--- src/rtl/mem_arbiter_if.sv ---
// Request/RAM bus bundle for mem_arbiter.
// slave  : the arbiter's view (takes requests and RAM status, drives hits and RAM strobes).
// master : the surrounding datapath + RAM view.
interface mem_arbiter_if;
    // request side
    logic        iREN;
    logic [31:0] iaddr;
    logic        dREN;
    logic        dWEN;
    logic [31:0] daddr;
    logic [31:0] dstore;
    logic        ihit;
    logic        dhit;
    logic [31:0] iload;
    logic [31:0] dload;
    // ram side
    logic        ramREN;
    logic        ramWEN;
    logic [31:0] ramaddr;
    logic [31:0] ramstore;
    logic [31:0] ramload;
    logic [1:0]  ramstate;
    // status
    logic        err;
    logic        busy;

    modport slave (
        input  iREN, iaddr, dREN, dWEN, daddr, dstore, ramload, ramstate,
        output ihit, dhit, iload, dload, ramREN, ramWEN, ramaddr, ramstore, err, busy
    );

    modport master (
        output iREN, iaddr, dREN, dWEN, daddr, dstore, ramload, ramstate,
        input  ihit, dhit, iload, dload, ramREN, ramWEN, ramaddr, ramstore, err, busy
    );
endinterface

--- src/rtl/mem_arbiter.sv ---
// Single-port memory arbiter: serialises fetch and data requests onto one RAM
// port. Data wins ties unless the previous completed grant was data and a fetch
// is waiting, which makes continuous contention alternate D, I, D, I.
// A grant ends on ACCESS (hit), request withdrawal, RAM ERROR or watchdog timeout.
module mem_arbiter #(
    parameter int TIMEOUT = 64,   // >= 2
    parameter int CNT_W   = 7     // must hold TIMEOUT
) (
    input  logic         CLK,
    input  logic         RST,
    mem_arbiter_if.slave bus
);
    typedef enum logic [1:0] {IDLE = 2'd0, DGRANT = 2'd1, IGRANT = 2'd2} state_t;

    localparam logic [1:0] RAM_ACCESS = 2'd2;
    localparam logic [1:0] RAM_ERROR  = 2'd3;

    state_t           state_q, state_d;
    logic [CNT_W-1:0] wcnt_q, wcnt_d;
    logic             last_d_q, last_d_d;
    logic             err_q, err_d;

    logic dreq, in_d, in_i, req_live, access, ram_err, timeout, hit;

    // Grant decision and grant termination; strobes and hits depend on the
    // live request so a flush drops them in the same cycle.
    always_comb begin
        dreq     = bus.dREN | bus.dWEN;
        in_d     = (state_q == DGRANT);
        in_i     = (state_q == IGRANT);
        req_live = in_d ? dreq : (in_i ? bus.iREN : 1'b0);
        access   = (bus.ramstate == RAM_ACCESS);
        ram_err  = (bus.ramstate == RAM_ERROR);
        timeout  = (wcnt_q == CNT_W'(TIMEOUT - 1));
        hit      = req_live & access;

        state_d  = state_q;
        wcnt_d   = wcnt_q;
        last_d_d = last_d_q;
        err_d    = err_q;

        case (state_q)
            IDLE: begin
                if (dreq && !(bus.iREN && last_d_q)) begin
                    state_d = DGRANT;
                    wcnt_d  = '0;
                end else if (bus.iREN) begin
                    state_d = IGRANT;
                    wcnt_d  = '0;
                end
            end
            DGRANT, IGRANT: begin
                if (!req_live) begin
                    // withdrawal beats a same-cycle ACCESS; fairness untouched
                    state_d = IDLE;
                end else if (access) begin
                    state_d  = IDLE;
                    last_d_d = in_d;
                end else if (ram_err || timeout) begin
                    // requester keeps its line up and is re-arbitrated
                    state_d = IDLE;
                    err_d   = 1'b1;
                end else begin
                    wcnt_d = wcnt_q + CNT_W'(1);
                end
            end
            default: state_d = IDLE;
        endcase
    end

    // State, watchdog, fairness bit and sticky error; reset wins over everything.
    always_ff @(posedge CLK) begin
        if (RST) begin
            state_q  <= IDLE;
            wcnt_q   <= '0;
            last_d_q <= 1'b0;
            err_q    <= 1'b0;
        end else begin
            state_q  <= state_d;
            wcnt_q   <= wcnt_d;
            last_d_q <= last_d_d;
            err_q    <= err_d;
        end
    end

    assign bus.dhit     = in_d & hit;
    assign bus.ihit     = in_i & hit;
    assign bus.dload    = (in_d & hit) ? bus.ramload : 32'h0;
    assign bus.iload    = (in_i & hit) ? bus.ramload : 32'h0;
    assign bus.ramREN   = in_d ? bus.dREN : (in_i ? bus.iREN : 1'b0);
    assign bus.ramWEN   = in_d & bus.dWEN;
    assign bus.ramaddr  = in_d ? bus.daddr : (in_i ? bus.iaddr : 32'h0);
    assign bus.ramstore = in_d ? bus.dstore : 32'h0;
    assign bus.err      = err_q;
    assign bus.busy     = (state_q != IDLE);
endmodule

--- src/flat_wrapper.sv ---
// flat-port wrapper written by rule: the top's interface ports become plain ports
module mem_arbiter_flat 
#(
    parameter int TIMEOUT = 64,          
    parameter int CNT_W   = 7                         
)
  (CLK, RST, bus_iREN, bus_iaddr, bus_dREN, bus_dWEN, bus_daddr, bus_dstore, bus_ramload, bus_ramstate, bus_ihit, bus_dhit, bus_iload, bus_dload, bus_ramREN, bus_ramWEN, bus_ramaddr, bus_ramstore, bus_err, bus_busy);
  mem_arbiter_if bus_i ();
  input  logic CLK;
  input  logic RST;
  input wire logic [$bits(bus_i.iREN)-1:0] bus_iREN;
  input wire logic [$bits(bus_i.iaddr)-1:0] bus_iaddr;
  input wire logic [$bits(bus_i.dREN)-1:0] bus_dREN;
  input wire logic [$bits(bus_i.dWEN)-1:0] bus_dWEN;
  input wire logic [$bits(bus_i.daddr)-1:0] bus_daddr;
  input wire logic [$bits(bus_i.dstore)-1:0] bus_dstore;
  input wire logic [$bits(bus_i.ramload)-1:0] bus_ramload;
  input wire logic [$bits(bus_i.ramstate)-1:0] bus_ramstate;
  output wire logic [$bits(bus_i.ihit)-1:0] bus_ihit;
  output wire logic [$bits(bus_i.dhit)-1:0] bus_dhit;
  output wire logic [$bits(bus_i.iload)-1:0] bus_iload;
  output wire logic [$bits(bus_i.dload)-1:0] bus_dload;
  output wire logic [$bits(bus_i.ramREN)-1:0] bus_ramREN;
  output wire logic [$bits(bus_i.ramWEN)-1:0] bus_ramWEN;
  output wire logic [$bits(bus_i.ramaddr)-1:0] bus_ramaddr;
  output wire logic [$bits(bus_i.ramstore)-1:0] bus_ramstore;
  output wire logic [$bits(bus_i.err)-1:0] bus_err;
  output wire logic [$bits(bus_i.busy)-1:0] bus_busy;
  assign bus_i.iREN = bus_iREN;
  assign bus_i.iaddr = bus_iaddr;
  assign bus_i.dREN = bus_dREN;
  assign bus_i.dWEN = bus_dWEN;
  assign bus_i.daddr = bus_daddr;
  assign bus_i.dstore = bus_dstore;
  assign bus_i.ramload = bus_ramload;
  assign bus_i.ramstate = bus_ramstate;
  assign bus_ihit = bus_i.ihit;
  assign bus_dhit = bus_i.dhit;
  assign bus_iload = bus_i.iload;
  assign bus_dload = bus_i.dload;
  assign bus_ramREN = bus_i.ramREN;
  assign bus_ramWEN = bus_i.ramWEN;
  assign bus_ramaddr = bus_i.ramaddr;
  assign bus_ramstore = bus_i.ramstore;
  assign bus_err = bus_i.err;
  assign bus_busy = bus_i.busy;
  mem_arbiter #(.TIMEOUT(TIMEOUT), .CNT_W(CNT_W)) u_core (.CLK(CLK), .RST(RST), .bus(bus_i));
endmodule
--- config.mk ---
export PLATFORM = sky130hd
export DESIGN_NAME = mem_arbiter_flat
export DESIGN_NICKNAME = d
export VERILOG_FILES = /design/src/rtl/mem_arbiter_if.sv /design/src/rtl/mem_arbiter.sv /design/src/flat_wrapper.sv
export SDC_FILE = /design/constraint.sdc
export NUM_CORES = 1
export LEC_CHECK = 0
export ABC_AREA = 1
export CAP_MARGIN = 0
export CORE_AREA = 2 2 104 106
export DETAILED_ROUTE_END_ITERATION = 6
export DIE_AREA = 0 0 106 108
export GPL_ROUTABILITY_DRIVEN = 1
export PLACE_DENSITY = 0.77
export SLEW_MARGIN = 5
export SYNTH_ARGS = -nofsm -noshare
export SYNTH_HDL_FRONTEND = slang
export SYNTH_SLANG_ARGS = --single-unit
--- constraint.sdc ---
create_clock -name CLK -period 1.9 [get_ports CLK]
set_clock_uncertainty 0.2 [all_clocks]
set_input_delay 0.38 -clock CLK [delete_from_list [all_inputs] [get_ports CLK]]
set_output_delay 0.38 -clock CLK [all_outputs]
set_load 0.05 [all_outputs]
* Word-level counts from Yosys, hierarchy flattened
Cells that the tools add are included.
** Storage, ports and cells
- Register bits after elaboration :: 11
- Bits of input ports :: 135
- Output and inout port bits :: 134
- Word-level logic and storage cells :: 53
** Operators by class
- Add/subtract/negate cells :: 1
- Equal/unequal tests :: 10
- Multiplexer cells :: 20
- Bitwise operators :: 6
- Reduce and logical (&&, ||, !) cells :: 12
** Operator list (number)
- $mux 32 :: 5
- $mux 7 :: 5
- $pmux 7 s2 :: 1
- $mux 2 :: 5
- $add 7x1->7 const B :: 1
- $eq 7x6->1 const B :: 1
- $eq 2x2->1 const B :: 3
- $reduce_and 5->1 :: 1
- $and 1x1->1 :: 4
- $ne 2x2->1 const B :: 2
- $ne 4x4->1 const B :: 1
- $pmux 2 s2 :: 1
- $reduce_and 4->1 :: 1
- $reduce_bool 2->1 :: 2
- $mux 1 :: 3
- $ne 3x2->1 const B :: 1
- $reduce_and 3->1 :: 1
- $eq 2x1->1 const B :: 1
- $logic_and 1x1->1 :: 2
- $logic_not 2->1 :: 1
- $ne 2x1->1 const B :: 1
- $reduce_and 2->1 :: 1
- $reduce_or 2->1 :: 1
- $logic_not 1->1 :: 1
- other kinds (3) :: 3

* Logic depth before layout (Yosys ltp)
Gate-level depths: netlist of run 1.
- Word-level depth :: 6
- Depth in mapped cells :: 13
- Mapped depth without buffers :: 11

* Least setup slack after synthesis of run 1
OpenSTA, ideal clock, no wires.
- Path kind :: flip-flop to output port
- Start :: reg u_core.state_q[1]
- End :: out bus_ramREN
- Data arrival time :: 1951 ps
- Required time :: 1320 ps
- Path slack :: -631 ps
- Cell stages (with the launch flop) :: 6
- Path buffers :: 2
- Path through :: dfxtp_1 -> inv_1 -> ha_1 -> buf_4 -> buf_2 -> o21ai_0
** On the way
- Elaborated cells on any way between the ends :: 4
- Classes of those cells :: eq/ne: 2; mux: 2
** RTL lines
- start, declared :: line mem_arbiter.sv:18 : state_t state_q, state_d;
- start signal, assigned :: line mem_arbiter.sv:79 : state_q <= state_d;
- $eq 2x1->1 :: line mem_arbiter.sv:29 : in_d = (state_q == DGRANT);
- net u_core.in_d :: line mem_arbiter.sv:23 : logic dreq, in_d, in_i, req_live, access, ram_err, timeout, hit;
- $mux 1 :: line mem_arbiter.sv:90 : assign bus.ramREN = in_d ? bus.dREN : (in_i ? bus.iREN : 1'b0);
- end, declared :: line flat_wrapper.sv:23 : output wire logic [$bits(bus_i.ramREN)-1:0] bus_ramREN;
The timed path passes the listed nets, and every way through them passes these cells.

* Final worst setup path of run 1
- Start :: reg u_core.state_q[1]
- End :: out bus_iload[28]
** On the way
- Elaborated cells on any way between the ends :: 7
- Classes of those cells :: eq/ne: 2; mux: 3; bitwise: 2
** RTL lines
- $eq 2x1->1 :: line mem_arbiter.sv:29
- net u_core.in_d :: line mem_arbiter.sv:23
- $mux 1 :: line mem_arbiter.sv:31 : req_live = in_d ? dreq : (in_i ? bus.iREN : 1'b0);
- $and 1x1->1 :: line mem_arbiter.sv:35 : hit = req_live & access;
- $and 1x1->1 :: line mem_arbiter.sv:89 : assign bus.iload = (in_i & hit) ? bus.ramload : 32'h0;
- $mux 32 :: line mem_arbiter.sv:89
- end, declared :: line flat_wrapper.sv:21 : output wire logic [$bits(bus_i.iload)-1:0] bus_iload;
The timed path passes the listed nets, and every way through them passes these cells.

==> results of run 1 <==
cells by family after synthesis:
family / synth area share
compound gates: 0.03890
fa+ha+maj: 0.02683
xor+xnor: 0.009391
buf+inv: 0.2186
simple gates: 0.5882
flops: 0.1180
timing repair:
item / CTS / global route
cloned: 4 / 4
resized for setup: 112 / 46
setup buffers: 9 / 6
hold endpoints to repair: 0 / 0
pin swaps: 7 / 5
endpoints found under the setup margin: 142 / 142
sequential cells by signal, summed over array words and instances (netlist names):
name,count
u_core.wcnt_q,7
u_core.bus.err,1
u_core.state_q,2
u_core.last_d_q,1
final timing paths:
| check | to | slack, ns |
|---|---|---|
| min reg2reg | u_core.bus.err$_SDFFE_PP0P_ | 0.27 |
| max | bus_iload[28] | -0.48 |
| min | u_core.bus.err$_SDFFE_PP0P_ | 0.27 |
| max reg2reg | u_core.last_d_q$_SDFFE_PP0P_ | -0.06 |
synthesized netlist by cell type:
master    instances  area, sq um
nor3_1            1        5.000
nor3b_1           1        7.510
nor2_1           79        296.5
nand2_1         123        461.7
inv_1            78        292.8
a22oi_1           1        7.510
clkbuf_1          9        33.78
nand3_2           3        30.03
xnor2_1           1        8.760
or2_2             1        6.260
dfxtp_1          11        220.2
buf_2             8        40.04
buf_4             2        15.01
nand2_4           5        56.30
nor2_2            2        12.51
inv_2             1        3.750
buf_1             3        11.26
nand3_1          42        210.2
nor2_4            1        11.26
a21oi_1          10        50.05
buf_6             1        11.26
ha_1              4        50.05
o21ai_0           3        15.01
xor2_1            1        8.760
worst max-delay path, delay by kind of cell, from the launching register on:
| family | cells | cell delay (ns) |
|---|---|---|
| buf+inv | 5 | 0.54 |
| flops | 1 | 0.34 |
| fa+ha+maj | 1 | 0.19 |
| simple gates | 5 | 0.47 |
area by class of cell:
| class | count | area [sq um] | area share |
|---|---|---|---|
| Sequential cell | 11 | 225.2 | 0.02922 |
| Tap cell | 136 | 170.2 | 0.02208 |
| Inverter | 79 | 425.4 | 0.05519 |
| Timing Repair Buffer | 324 | 4461 | 0.5787 |
| Multi-Input combinational cell | 279 | 2381 | 0.3089 |
| Clock buffer | 4 | 45.04 | 0.005844 |
layer usage:
metal,vias up,track usage
li1,1759,-
met1,1768,0.2447
met2,171,0.4751
met3,26,0.05787
met4,2,0.06015
met5,-,0
where the power goes:
part / switching, mW / internal, mW
combinational: 1.37 / 1.15
sequential: 0.0243 / 0.256
clock: 0.0953 / 0.148
total: 1.49 / 1.56
==> reports/metrics.cfg, run 1 <==
[status]
status = complete, but fails checks
violations = negative setup slack

[global_route]
grt_overflow_total = 0
grt_pass1_vias = 3782
grt_usage = 0.2370
grt_antenna_before_repair = 1
grt_pass1_wl_um = 21130
grt_max_degree = 33

[finish]
area_delta_synth_final_pct = 313.1
final_area_sq_mm = 0.007707
final_nets = 837
final_cell_mix = 130 x clkdlybuf4s50_1, 115 x buf_12, 77 x nand2_4, 66 x nor2_4, 47 x buf_4
diodes = 0
final_common_cell = clkdlybuf4s50_1
fill_cells = 654
fin_cells = 833
post-route-util = 0.7533
final_layout_size_suffix_gt1_frac = 0.5796

[sta]
fin_crit_sh = 1.251
fmax_mhz = 420.7
setup_viol = 133
slew_viol_final = 0
finalWorstSetupSlack_ns = -0.4772
setup_tns_ns = -51.99
slew_headroom = 0.7837
holdWs_ns = 0.2731
period_minus_slack_ns = 2.377
hold_viol_final = 0
worstMarginPinSlew_ns = 0.3245
grt_setup_unrepaired = yes

[place]
place_area_sq_mm = 0.006771
pre_cts_slack_ns = -0.5871
hpwl_um = 11090
io_buffer_count = 268
gp_congestion = 0.8620
dp.cells = 809

[routing]
initialDrtViolationCount = 186
wl_met2_um = 8577
wl_met3_um = 1019
top_layer_used = met5
wl_met1_um = 5020
firstDrtPassIters = 4
vias = 3726
wl_um = 14990
ant_nets = 0
drc = 0
viasPerCell = 4.473
routedWlPerCell_um = 17.99

[power_and_ir_drop]
finalPower_mw = 3.048
p_leak_nw = 3.296
power_density_mw_per_mm2 = 395.4
ir_drop_mv = 0.3278

[critical_path]
reg2reg_depth = 11
critPathSlowestCell = dfxtp_2
startpoint = u_core.state_q[1]$_SDFFE_PP0P_
cp_cell_sequence = inv_2 > ha_4 > inv_6 > nand2_4 > nand2_4 > nor2_4 > nand2_4 > buf_12 > buf_12 > nor2_4 > buf_12
required_ns = 1.32
critPathLaunchType = flip-flop
cpPeakStageDelay_ns = 0.34
cp-end-kind = output port
critPathArrivalTime_ns = 1.80
crit_type = flip-flop to output port
crit_fanout = 5
r2r-start = u_core.state_q[1]$_SDFFE_PP0P_

[flow_run]
cap_violations = 0

[clock_network]
htreeDepth = 1
root_buffer = clkbuf_8
clkLatencyLatePin_ns = 0.25
cts.sinks = 11
cts_max_path_buffers = 2
postCtsHoldBufs = 0
cts_tree = yes
clkSlewWorstSetupHoldPaths_ns = 0.05
cts_buffers = 3

[floorplan]
io_pins = 269
die_area_sq_mm = 0.01145
rows = 37
die_x_um = 106
core_sq_mm = 0.01023
initial_core_util = 0.1823
die_height_um = 108

[yosys]
avgSynthCellArea_sq_um = 4.771
ys_warn_count = 0
ys_seq_area_frac = 0.1180
yosys_register_bits = 11
ys_types = 24
synthCells = 391
netlist_area_sq_mm = 0.001866
synth_nets = 530

[worst_hold_path]
hold_depth = 2
hold_path_class = flip-flop to flip-flop
hp-start = u_core.bus.err$_SDFFE_PP0P_

(Power assumes the default switching activity.)
==> run 2, diff against run 1 <==
--- a/config.mk
+++ b/config.mk
@@ -6,7 +6,6 @@
 export NUM_CORES = 1
 export LEC_CHECK = 0
 export ABC_AREA = 1
-export CAP_MARGIN = 0
 export CORE_AREA = 2 2 104 106
 export DETAILED_ROUTE_END_ITERATION = 6
 export DIE_AREA = 0 0 106 108
==> results of run 2 <==
Same layout as run 1: the final DEF is identical, and so are final timing and power.
==> run 3, diff against run 2 <==
--- a/config.mk
+++ b/config.mk
@@ -11,6 +11,7 @@
 export DIE_AREA = 0 0 106 108
 export GPL_ROUTABILITY_DRIVEN = 1
 export PLACE_DENSITY = 0.77
+export SETUP_SLACK_MARGIN = 0.05
 export SLEW_MARGIN = 5
 export SYNTH_ARGS = -nofsm -noshare
 export SYNTH_HDL_FRONTEND = slang
==> run 3 against run 2 <==
The flow still finishes with violations (negative setup slack). Sequential power about the same. Critical path depth shrank 1. Total power down 7.6%. Critical endpoint is now bus_dload[30].
==> reports/metrics.cfg, run 3 (same netlist as run 1, synthesis figures left out) <==
[routing]
ant_nets = 0  ; unchanged
drc = 0  ; unchanged
vias = 3598  ; was 3,726
viasPerCell = 4.426  ; was 4.473
firstDrtPassIters = 4  ; unchanged
routedWlPerCell_um = 17.58  ; was 17.99 um
wl_um = 14290  ; was 14,990 um
initialDrtViolationCount = 152  ; was 186

[place]
hpwl_um = 11130  ; was 11,090 um
place_area_sq_mm = 0.006730  ; was 0.006771 sq mm
dp.cells = 799  ; was 809
gp_congestion = 0.7880  ; was 0.8620
io_buffer_count = 268  ; unchanged

[status]
violations = negative setup slack  ; unchanged
status = complete, but fails checks  ; unchanged

[finish]
area_delta_synth_final_pct = 294.4  ; was 313.1%
fill_cells = 692  ; was 654
largest_register = u_core.wcnt_q  ; unchanged
final_area_sq_mm = 0.007357  ; was 0.007707 sq mm
fin_cells = 813  ; was 833
final_nets = 817  ; was 837
final_common_cell = clkdlybuf4s50_1  ; unchanged
post-route-util = 0.7191  ; was 0.7533
reg_top3 = u_core.wcnt_q x7, u_core.state_q x2  ; unchanged
diodes = 0  ; unchanged
final_cell_mix = 131 x clkdlybuf4s50_1, 114 x buf_12, 66 x nor2_4, 54 x nand2_1, 45 x nand2_4  ; was 130 x clkdlybuf4s50_1, 115 x buf_12, 77 x nand2_4, 66 x nor2_4, 47 x buf_4
largest_reg_flops = 7  ; unchanged
final_layout_size_suffix_gt1_frac = 0.5480  ; was 0.5796

[critical_path]
reg2reg_depth = 11  ; unchanged
critPathSlowestCell = dfxtp_4  ; was dfxtp_2
cpPeakStageDelay_ns = 0.36  ; was 0.34 ns
startpoint = u_core.state_q[0]$_SDFFE_PP0P_  ; was u_core.state_q[1]$_SDFFE_PP0P_
critPathLaunchType = flip-flop  ; unchanged
crit_end = bus_dload[30]  ; was bus_iload[28]
regToRegSetupSlack_ns = -0.09  ; was -0.06 ns
r2r-start = u_core.state_q[1]$_SDFFE_PP0P_  ; unchanged
cp-end-kind = output port  ; unchanged
crit_fanout = 13  ; was 5
required_ns = 1.32  ; about the same
crit_type = flip-flop to output port  ; unchanged
r2r-end = u_core.last_d_q$_SDFFE_PP0P_  ; unchanged
cp_cell_sequence = inv_4 > ha_4 > nand2_4 > nand2_4 > nand2_4 > nor2_4 > nand2_4 > buf_12 > nor2_4 > buf_12  ; was inv_2 > ha_4 > inv_6 > nand2_4 > nand2_4 > nor2_4 > nand2_4 > buf_12 > buf_12 > nor2_4 > buf_12
critPathArrivalTime_ns = 1.82  ; was 1.80 ns
crit_top_cell = nand2_4

[global_route]
grt_overflow_total = 0  ; unchanged
grt_max_degree = 48  ; was 33
grt_pass1_vias = 3555  ; was 3,782
grt_usage = 0.2090  ; was 0.2370
grt_pass1_wl_um = 19130  ; was 21,130 um
grt_antenna_before_repair = 0  ; was 1

[floorplan]
die_x_um = 106  ; unchanged
die_height_um = 108  ; unchanged
core_sq_mm = 0.01023  ; unchanged
initial_core_util = 0.1823  ; unchanged
io_pins = 269  ; unchanged
die_area_sq_mm = 0.01145  ; unchanged
rows = 37  ; unchanged

[clock_network]
clkLatencyLatePin_ns = 0.23  ; was 0.25 ns
cts_max_path_buffers = 2  ; unchanged
cts_tree = yes  ; unchanged
root_buffer = clkbuf_8  ; unchanged
clkSlewWorstSetupHoldPaths_ns = 0.05  ; about the same
cts_buffers = 3  ; unchanged
cts.sinks = 11  ; unchanged
postCtsHoldBufs = 0  ; unchanged
htreeDepth = 1  ; unchanged

[power_and_ir_drop]
p_comb_frac = 0.817  ; was 0.828
power_density_mw_per_mm2 = 382.9  ; was 395.4 mW/mm^2
pwr-share-clk = 0.083  ; was 0.080
p_int_mw = 1.427  ; was 1.557 mW
p_seq_frac = 0.100  ; was 0.092
swShare = 0.4934  ; was 0.4890
p_switching_mw = 1.390  ; was 1.490 mW
p_leak_nw = 2.947  ; was 3.296 nW
ir_drop_mv = 0.4628  ; was 0.3278 mV

[sta]
finalWorstSetupSlack_ns = -0.4975  ; was -0.4772 ns
slew_headroom = 0.8199  ; was 0.7837
fmax_mhz = 417.1  ; was 420.7 MHz
period_minus_slack_ns = 2.398  ; was 2.377 ns
setup_tns_ns = -47.00  ; was -51.99 ns
worstMarginPinSlew_ns = 0.2701  ; was 0.3245 ns
fin_crit_sh = 1.262  ; was 1.251
grt_setup_unrepaired = yes  ; unchanged
hold_viol_final = 0  ; unchanged
setup_viol = 137  ; was 133
slew_viol_final = 0  ; unchanged
holdWs_ns = 0.2717  ; was 0.2731 ns

[worst_hold_path]
hold_path_class = flip-flop to flip-flop  ; unchanged

[flow_run]
cap_violations = 0  ; unchanged

-- run 3: cell count changes in the layout (fill, tap and decap cells not counted), moves of 3 or more --
cell,previous run,this run
inv_2,4,0
nand3_2,4,9
nand2_4,77,45
nand3_1,41,35
clkinvlp_4,31,34
buf_4,47,19
buf_8,11,16
nand2_1,38,54
buf_16,5,0
buf_6,10,21
nand2_2,13,28
-- run 3: worst min path at each step --
stage / start / to / slack [ns] / depth (start not counted)
final: u_core.bus.err$_SDFFE_PP0P_ / u_core.bus.err$_SDFFE_PP0P_ / 0.27 / 2
after global placement: u_core.bus.err$_SDFFE_PP0P_ / u_core.bus.err$_SDFFE_PP0P_ / 0.26 / 2
after global routing: u_core.wcnt_q[3]$_SDFFE_PP0P_ / u_core.wcnt_q[3]$_SDFFE_PP0P_ / 0.31 / 2
after detailed placement: u_core.bus.err$_SDFFE_PP0P_ / u_core.bus.err$_SDFFE_PP0P_ / 0.27 / 2
after CTS: u_core.bus.err$_SDFFE_PP0P_ / u_core.bus.err$_SDFFE_PP0P_ / 0.28 / 2
after floorplan: RST / u_core.state_q[0]$_SDFFE_PP0P_ / 0.24 / 1
-- run 3: layout make-up --
type                       count  area (sq um)  area share
multi-input combinational    278          2203      0.2995
sequential                    11         227.7     0.03095
inverter                      79         446.7     0.06071
tap                          136         170.2     0.02313
timing repair buffer         305          4264      0.5796
clock buffer                   4         45.04    0.006122
-- run 3: per-layer routing --
metal	vias up	wire length, um	GRT usage
li1	1719	-	-
met1	1695	4802	0.2236
met2	154	8173	0.4120
met3	30	986	0.05184
met4	0	330	0.04605
met5	-	0	0
-- run 3: power by group through the flow --
| stage | clock network (mW) | logic, mW | registers, mW |
|---|---|---|---|
| finish | 0.234 | 2.30 | 0.281 |
| detailed placement | 0 | 2.02 | 0.283 |
| global route | 0.247 | 2.40 | 0.284 |
| CTS | 0.237 | 2.07 | 0.279 |
| floorplan | 0 | 1.15 | 0.280 |
| global placement | 0 | 1.98 | 0.281 |
-- run 3: per-stage QoR --
step	power, mW	setup slack (ns)
finish	2.817	-0.4975
global route	2.932	-0.5688
CTS	2.581	-0.4820
detailed placement	2.303	-0.6078
global placement	2.258	-0.5772
floorplan	1.427	-0.2404
-- run 3: repair_timing --
action / 4_1_cts / 5_1_grt
setup buffers: 7 / 2
cloned: 0 / 2
pin swaps: 7 / 8
resized for setup: 22 / 107
hold endpoints to repair: 0 / 0
setup endpoints to repair: 142 / 144
-- run 3: critical path: cells and delay by family, from the launching register on --
| family | cells | cell delay (ns) |
|---|---|---|
| simple gates | 6 | 0.63 |
| flops | 1 | 0.36 |
| fa+ha+maj | 1 | 0.14 |
| buf+inv | 3 | 0.42 |
